### src/rtl/serial_demux_1_to_8.sv
// serial_demux_1_to_8: assembles framed serial bits into an 8-bit word; define DEMUX_PARITY_EN for a trailing even-parity bit
module serial_demux_1_to_8 (
  input  logic       clk,
  input  logic       rst_n,
  input  logic       in,
  input  logic       in_valid,
  input  logic       in_first,
  output logic       in_ready,
  output logic [2:0] sel,
  output logic [7:0] frame,
  output logic       frame_valid,
  input  logic       frame_ready,
  output logic       parity_err
);
  typedef enum logic [1:0] {IDLE, FILL, PAR, HOLD} state_t;
  state_t state;
  logic take;
  assign in_ready = state != HOLD;
  assign take = in_valid && in_ready;
`ifdef DEMUX_PARITY_EN
  logic perr;
  assign parity_err = perr;
`else
  assign parity_err = 1'b0;
`endif
  // frame FSM: in_first always restarts a frame; the word is frozen while HOLD waits for the consumer
  always_ff @(posedge clk or negedge rst_n)
    if (!rst_n) begin
      state <= IDLE;
      sel <= '0;
      frame <= '0;
      frame_valid <= 1'b0;
`ifdef DEMUX_PARITY_EN
      perr <= 1'b0;
`endif
    end else if (take && in_first) begin
      state <= FILL;
      sel <= 3'd1;
      frame <= {7'b0, in};
    end else if (take && state == FILL) begin
      frame[sel] <= in;
      sel <= sel + 3'd1;
      if (sel == 3'd7) begin
`ifdef DEMUX_PARITY_EN
        state <= PAR;
`else
        state <= HOLD;
        frame_valid <= 1'b1;
`endif
      end
    end else if (take && state == PAR) begin
      state <= HOLD;
      frame_valid <= 1'b1;
`ifdef DEMUX_PARITY_EN
      perr <= ^frame ^ in;
`endif
    end else if (state == HOLD && frame_ready) begin
      state <= IDLE;
      frame_valid <= 1'b0;
    end
endmodule

### config.mk
export PLATFORM = sky130hd
export DESIGN_NAME = serial_demux_1_to_8
export DESIGN_NICKNAME = d
export VERILOG_FILES = /design/src/rtl/serial_demux_1_to_8.sv
export SDC_FILE = /design/constraint.sdc
export NUM_CORES = 1
export LEC_CHECK = 0
export ABC_AREA = 0
export CAP_MARGIN = 30
export CORE_ASPECT_RATIO = 0.75
export CORE_MARGIN = 5
export CORE_UTILIZATION = 35
export CTS_CLUSTER_DIAMETER = 100
export CTS_CLUSTER_SIZE = 8
export DETAILED_ROUTE_END_ITERATION = 8
export HOLD_SLACK_MARGIN = 0.15
export PLACE_DENSITY_LB_ADDON = 0.1
export SLEW_MARGIN = 10
export SYNTH_ARGS = -nofsm -noshare
export SYNTH_HDL_FRONTEND = slang
export SYNTH_SLANG_ARGS = --single-unit
### constraint.sdc
create_clock -name clk -period 1.8 [get_ports clk]
set_clock_uncertainty 0.2 [all_clocks]
set_input_delay 0.18 -clock clk [delete_from_list [all_inputs] [get_ports clk]]
set_output_delay 0.18 -clock clk [all_outputs]
set_load 0.01 [all_outputs]
==> summary.txt, run 1 <==
Run status
  – Run status: finished clean

CTS
  – CTS H-tree lvls: 1
  – CTS Root Cell: clkbuf_4
  – CTS buffer count: 3
  – Worst-path clk slew: approximately 0.08 ns
  – TritonCTS clock tree: done
  – Clock Sinks: 14
  – Clk Latency, worst-skew pair: between 0.2 and 0.3 ns
  – Clock Path Buffers: 2

Setup path
  – Largest delay share family, worst path: buffers and inverters
  – Worst-path cell chain: clkdlybuf4s50_1
  – Largest stage delay on the critical path: about 0.57 ns
  – WP data required: 1.42 ns
  – Buf+Inv Stages, Crit Path: 1
  – CP Data Arrival Time: 1.34 ns
  – Worst setup SP type: flop
  – Worst-path maximum fanout: 13
  – Highest-delay cell along the critical path: clkdlybuf4s50_1
  – Critical path class: flop to primary output
  – CP Capture Type: primary output
  – Reg-to-reg setup timing slack: about 0.20 ns

Pwr
  – Tot Pwr: approximately 900 uW
  – Clock power frac: 19.1%
  – Lkg Pwr: 0.000445 uW
  – PwrDens: 824 mW/mm2
  – Int Pwr: roughly 600 uW
  – Psw: 295 uW
  – Maximum vdd ir drop: roughly 370 uV
  – Sw frac: ~33%
  – Comb pwr share: a little over a third
  – Register share of total power: approximately 45%

Run
  – Max Cap Violations: 0

Floorplan
  – Ports: 20
  – Die width: 66.0 um
  – Die area: around 0.0034 mm2
  – Die Ht: 52 um
  – Initial core utilization: between 30% and 40%
  – Core Box Area: about 0.0023 mm2
  – FP Rows: 15

Placed design
  – Detailed Place HPWL: between 1000 and 1500 um
  – Placed cell areas: 0.00104 mm2
  – Buffers on Ports: 18
  – Placer congestion estimate: 0.788

Layout
  – # diodes: 0
  – Area added between synthesis and finish: 33.7%
  – Total Nets Final: 117
  – Fraction of layout cells with a size suffix above 1: 21.5%
  – Final Cell Area: 0.00110 mm2

Timing
  – Final worst-path cycle share: 95.4%
  – RSZ-0062 raised after global routing: false
  – Hold Violations, Final: 0
  – Slew Viols, Final: 0
  – Period minus WS final: 1.72 ns
  – Fmax: a little under 600 MHz
  – Final setup viols: 0

Logic synthesis
  – Synth unique cells: 31
  – Ys async rst share: between 90% and 100%
  – Post-Syn Area: 823 um2
  – Top FF cell, synth: dfrtp_1
  – Synth Net Count: 92
  – #FFs+latches synth: 14
  – Area leader, netlist: dfrtp_1
  – Area share of the largest cell type after synthesis: 42.6%
  – Ys Warns: 0
  – Avg Inst Size Synth: between 9 and 10 um2
  – Post-synth EDFFs: 0
  – Synth top cells by count: dfrtp_1 (14), nand2_1 (8), a21oi_1 (7)
  – Largest family of logic cells by synthesized area: simple AND/OR/NAND/NOR gates
  – Xor-xnor portion of the synthesized cell area: 0%
  – Register area share after synthesis: between 40% and 50%
  – Adder-cell share of the synthesized area: 3.04%
  – Syn Inst Count: 84
  – Compound-gate portion of the synthesized area: approximately a fifth
  – Post-synthesis mux area share: between 3 and 4%
  – Most common cell in the netlist: dfrtp_1
  – Simple-gate share of the synthesized area: 24.5%
  – Area contributors post-synth: dfrtp_1 (43%), a21oi_1 (4.3%), a31o_2 (4.3%), nor2b_1 (3.8%), nand2_1 (3.6%)

Detailed routing
  – Routed vias/inst: between 4 and 5
  – Vias: 698
  – DR pass1 iterations: 4
  – WL per Instance: between 10 and 15 um
  – Initial DRC Count: 20
  – Drc violations: 0
  – Post-DRT Antenna Nets: 0
  – Total routed wirelength: ~1900 um

Global routing
  – First-pass GRT wire length: ~3200 um
  – Initial antenna violation count: 0
  – Largest net degree at the start of global routing: 15
  – GRT Total Usage: about an eighth
  – Vias in the first global route: ~640
  – Global route overflow: 0

Min path
  – Min-Delay Path Class: flop to flop
==> metrics by stage <==
| stage | utilization, % | setup slack, ns | setup TNS, ns | cells | hold slack [ns] |
|---|---|---|---|---|---|
| after floorplan | - | 0.252 | 0 | 84 | -0.316 |
| after global placement | 46.0 | 0.0169 | 0 | 135 | 0.289 |
| after detailed placement | 46.0 | -0.00150 | -0.00150 | 135 | 0.294 |
| after CTS | 47.8 | 0.0580 | 0 | 139 | 0.312 |
| after global routing | 48.5 | 0.0154 | 0 | 141 | 0.341 |
| final | 48.5 | 0.0829 | 0 | 141 | 0.307 |
==> layer usage <==
layer,up-vias,part of all wire (%),track usage [%]
met4,0,1.2,5.07
met1,320,53,18.0
met5,-,0,0
met3,4,7.7,5.62
li1,353,-,-
met2,21,38,16.8
==> logic make-up after synthesis <==
group / Yosys count
buffers and inverters: 9
AND/OR/NAND/NOR: 34
flip-flops: 14
adder cells (fa/ha/maj): 2
other: 1
AO/OA/AOI/OAI: 22
multiplexers: 2
==> cell type report <==
cell class	count	area [um2]
fill	220	1170
multi-input combinational	61	424
sequential	14	355
timing repair buffer	27	249
tap	34	42.5
clock buffer	3	22.5
inverter	2	7.51
==> timing repair <==
item | in CTS | in global routing
hold buffers | 1 | 0
endpoints found under the hold margin | 14 | 0
endpoints found under the setup margin | 4 | 1
resized for setup | 6 | 0
pin swaps | 0 | 0
setup buffers | 0 | 2
==> final timing paths <==
path,cells after the start,startpoint,endpoint
min in group asynchronous,3,rst_n,state[0]
max reg2reg,4,state[0],frame[7]
min reg2reg,1,frame[6],frame[6]
min,1,frame[6],frame[6]
max in group asynchronous,3,rst_n,sel[2]
max,1,sel[2],sel[2]
==> flip-flops by register name, indices dropped and copies added (netlist names) <==
name         flops
state            2
sel              3
frame_valid      1
frame            8
==> cells in the final DEF, fill, tap and decap left out <==
cell type	netlist	layout
clkdlybuf4s50_1	0	17
dfrtp_1	14	10
nand2_1	8	8
buf_4	2	8
a21oi_1	7	7
nor2b_1	5	5
nor3_1	4	4
a31o_2	4	4
nor4_1	4	4
dfrtp_2	0	4
nand3_1	3	3
nand2b_1	3	3
a31o_1	3	3
clkbuf_4	0	3
o2bb2ai_1	2	2
inv_1	2	2
o21ai_0	2	2
ha_1	2	2
nand2_4	0	1
and4b_1	1	1
nand4b_1	1	1
and4bb_4	1	1
nand3b_1	1	1
nor2_1	1	1
and3b_1	1	1
a211oi_1	1	1
mux2i_1	1	1
a32oi_2	1	1
mux2_4	1	1
o21a_1	1	1
o22a_1	1	1
conb_1	1	1
dlygate4sd3_1	0	1
dlygate4sd2_1	0	1
==> power by group through the flow <==
stage	combinational [uW]	sequential, uW	clock, uW
after global routing	352	422	207
after global placement	296	423	0
after floorplan	184	406	0
after detailed placement	295	424	0
after CTS	298	423	185
final	323	411	173
Note: power is estimated with default switching activity, not from simulation.
==> inputs of run 2 (changes only) <==
PLACE_DENSITY_LB_ADDON = 0.3   (was 0.1)
==> run 2 against run 1 <==
Register-to-register slack improved by 0.04 ns. Sequential share of layout area up 0.75 points. Cell area shrank 1.9%. Largest cell class unchanged. Fmax shrank 0.15%. Non-clock buffer count shrank 3. Combinational power down 9.3%. Count of clock-buffer cells in the layout unchanged.
==> summary.txt, run 2 (synthesis gave the netlist of run 1 again) <==
Run status
  – Run status: finished clean

Setup path
  – Cell count of the worst reg-to-reg path: 3 (-1)
  – Critical path class: flop to primary output
  – Largest stage delay on the critical path: 0.58 ns (about the same)
  – Highest-delay cell along the critical path: clkdlybuf4s50_1
  – Worst setup SP type: flop
  – Largest delay share family, worst path: buffers and inverters
  – Worst-path cell chain: clkdlybuf4s50_1
  – WP data required: 1.42 ns (about the same)
  – CP Capture Type: primary output
  – Cell count along the critical path: 1 (unchanged)
  – Buf+Inv Stages, Crit Path: 1 (unchanged)
  – Worst-path maximum fanout: 13 (unchanged)
  – CP Data Arrival Time: 1.34 ns (about the same)

Floorplan
  – Ports: 20 (unchanged)
  – Die area: 0.00343 mm2 (unchanged)
  – Die Ht: 52 um (unchanged)
  – Die width: 66.0 um (unchanged)
  – FP Rows: 15 (unchanged)
  – Initial core utilization: 36.3% (unchanged)
  – Core Box Area: 0.00227 mm2 (unchanged)

Detailed routing
  – Total routed wirelength: 1910 um (+0.37%)
  – Metal2 WL: 833 um (+14%)
  – Vias: 711 (+1.9%)
  – Top layer in use: met4
  – Met3 wire length: 128 um (-12%)
  – Drc violations: 0 (unchanged)
  – DR pass1 iterations: 4 (unchanged)
  – WL per Instance: 13.9 um (+2.5%)
  – Post-DRT Antenna Nets: 0 (unchanged)
  – Initial DRC Count: 22 (+10%)
  – Routed vias/inst: 5.15 (+4.1%)
  – M1 wire length: 938 um (-6.7%)

Pwr
  – Psw: 297 uW (+0.78%)
  – Register share of total power: 47.2% (+1.9 points)
  – Tot Pwr: 895 uW (-1.3%)
  – Lkg Pwr: 0.000430 uW (-3.5%)
  – Maximum vdd ir drop: 306 uV (-17%)
  – Clock power frac: 20.0% (+0.9 points)
  – Comb pwr share: 32.8% (-2.8 points)
  – Int Pwr: 598 uW (-2.4%)
  – PwrDens: 829 mW/mm2 (+0.61%)
  – Sw frac: 33.2% (+0.70 points)

Global routing
  – Global route overflow: 0 (unchanged)
  – First-pass GRT wire length: 3290 um (+2.6%)
  – Vias in the first global route: 681 (+6.9%)
  – GRT Total Usage: 12.4% (-0.43 points)
  – Largest net degree at the start of global routing: 15 (unchanged)
  – Initial antenna violation count: 0 (unchanged)

CTS
  – CTS Root Cell: clkbuf_4
  – Worst-path clk slew: 0.08 ns (about the same)
  – CTS H-tree lvls: 1 (unchanged)
  – Clk Latency, worst-skew pair: 0.28 ns (about the same)
  – CTS buffer count: 3 (unchanged)
  – TritonCTS clock tree: done
  – Clock Sinks: 14 (unchanged)
  – Clock Path Buffers: 2 (unchanged)

Timing
  – RSZ-0062 raised after global routing: false
  – Period minus WS final: 1.72 ns (+0.00266 ns)
  – Final worst-path cycle share: 95.5% (+0.15 points)
  – Fmax: 581 MHz (-0.15%)
  – Hold Violations, Final: 0 (unchanged)
  – Slew Viols, Final: 0 (unchanged)
  – Final setup viols: 0 (unchanged)
  – Worst Slack Setup Final: 0.0803 ns (-0.00266 ns)
  – Setup TNS: 0 ns (unchanged)

Layout
  – # diodes: 0 (unchanged)
  – Post-layout util: 47.5% (-0.94 points)
  – Area added between synthesis and finish: 31.2%
  – Commonest cells after routing, fill and taps aside: clkdlybuf4s50_1 (17), dfrtp_1 (9), nand2_1 (8)
  – Largest reg by FF count: frame
  – Fillers: 218 (-0.91%)
  – Total Nets Final: 114 (-2.6%)
  – Area of the multi-input gates: 424 um2 (unchanged)
  – FF+latch area: 357 um2 (+0.35%)
  – Commonest non-fill, non-tap cell in the layout: clkdlybuf4s50_1
  – Biggest regs: frame x8, sel x3, state x2
  – Fin cells: 138 (-2.1%)
  – Fraction of layout cells with a size suffix above 1: 20.2% (-1.3 points)
  – Max reg flops: 8 (unchanged)

Placed design
  – Number of instances in the placed design: 134 (-0.74%)
  – Placer congestion estimate: 0.877 (+11%)
  – Buffers on Ports: 18 (unchanged)
  – Detailed Place HPWL: 1390 um (-1.1%)
  – Pre-CTS WS: 0.0589 ns (+0.0604 ns)

Run
  – Max Cap Violations: 0 (unchanged)

Min path
  – Min-Delay Path Class: flop to flop
  – Hold depth: 1 (unchanged)
run 2: cell count changes in the layout (fill, tap and decap cells not counted), sizes merged:
cell | before | now
buf | 8 | 5
run 2: power groups by stage:
stage | registers, uW | clock network [uW] | logic (uW)
after floorplan | 406 | 0 | 184
final | 423 | 179 | 293
after global placement | 423 | 0 | 291
after CTS | 422 | 186 | 296
after global routing | 434 | 197 | 321
after detailed placement | 424 | 0 | 292
run 2: metrics by stage:
| step | hold WS, ns | cell area [um2] |
|---|---|---|
| global route | 0.335 | 1080 |
| global placement | 0.290 | 1040 |
| floorplan | -0.316 | 823 |
| finish | 0.307 | 1080 |
| CTS | 0.314 | 1080 |
| detailed placement | 0.294 | 1040 |
run 2: worst paths after layout:
kind / from / end / slack [ns]
hold reg to reg: frame[4] / frame[4] / 0.31
min in group asynchronous: rst_n / frame[0] / 0.54
max in group asynchronous: rst_n / sel[1] / 0.66
setup / recovery: sel[1] / sel[1] / 0.08
hold / removal: frame[4] / frame[4] / 0.31
setup reg to reg: sel[0] / frame[0] / 0.24
run 2: timing repair:
item / in CTS / in global routing
setup buffers: 0 / 0
endpoints found under the hold margin: 14 / 0
pin swaps: 0 / 0
gates resized for setup: 6 / 1
setup endpoints to repair: 3 / 1
hold buffers: 1 / 0
run 2: routing by layer:
layer  GRT usage [%]  vias up
met3            5.62        2
met1            17.2      342
met4            1.01        0
met5               0        -
met2            18.3       20
li1                -      347
run 2: final cells by class:
cell class	count	area share, %
well taps	34	3.94
inverters	2	0.695
multi-input cells	61	39.3
flip-flops and latches	14	33.0
clock buffers	3	2.09
repair buffers	24	21.0
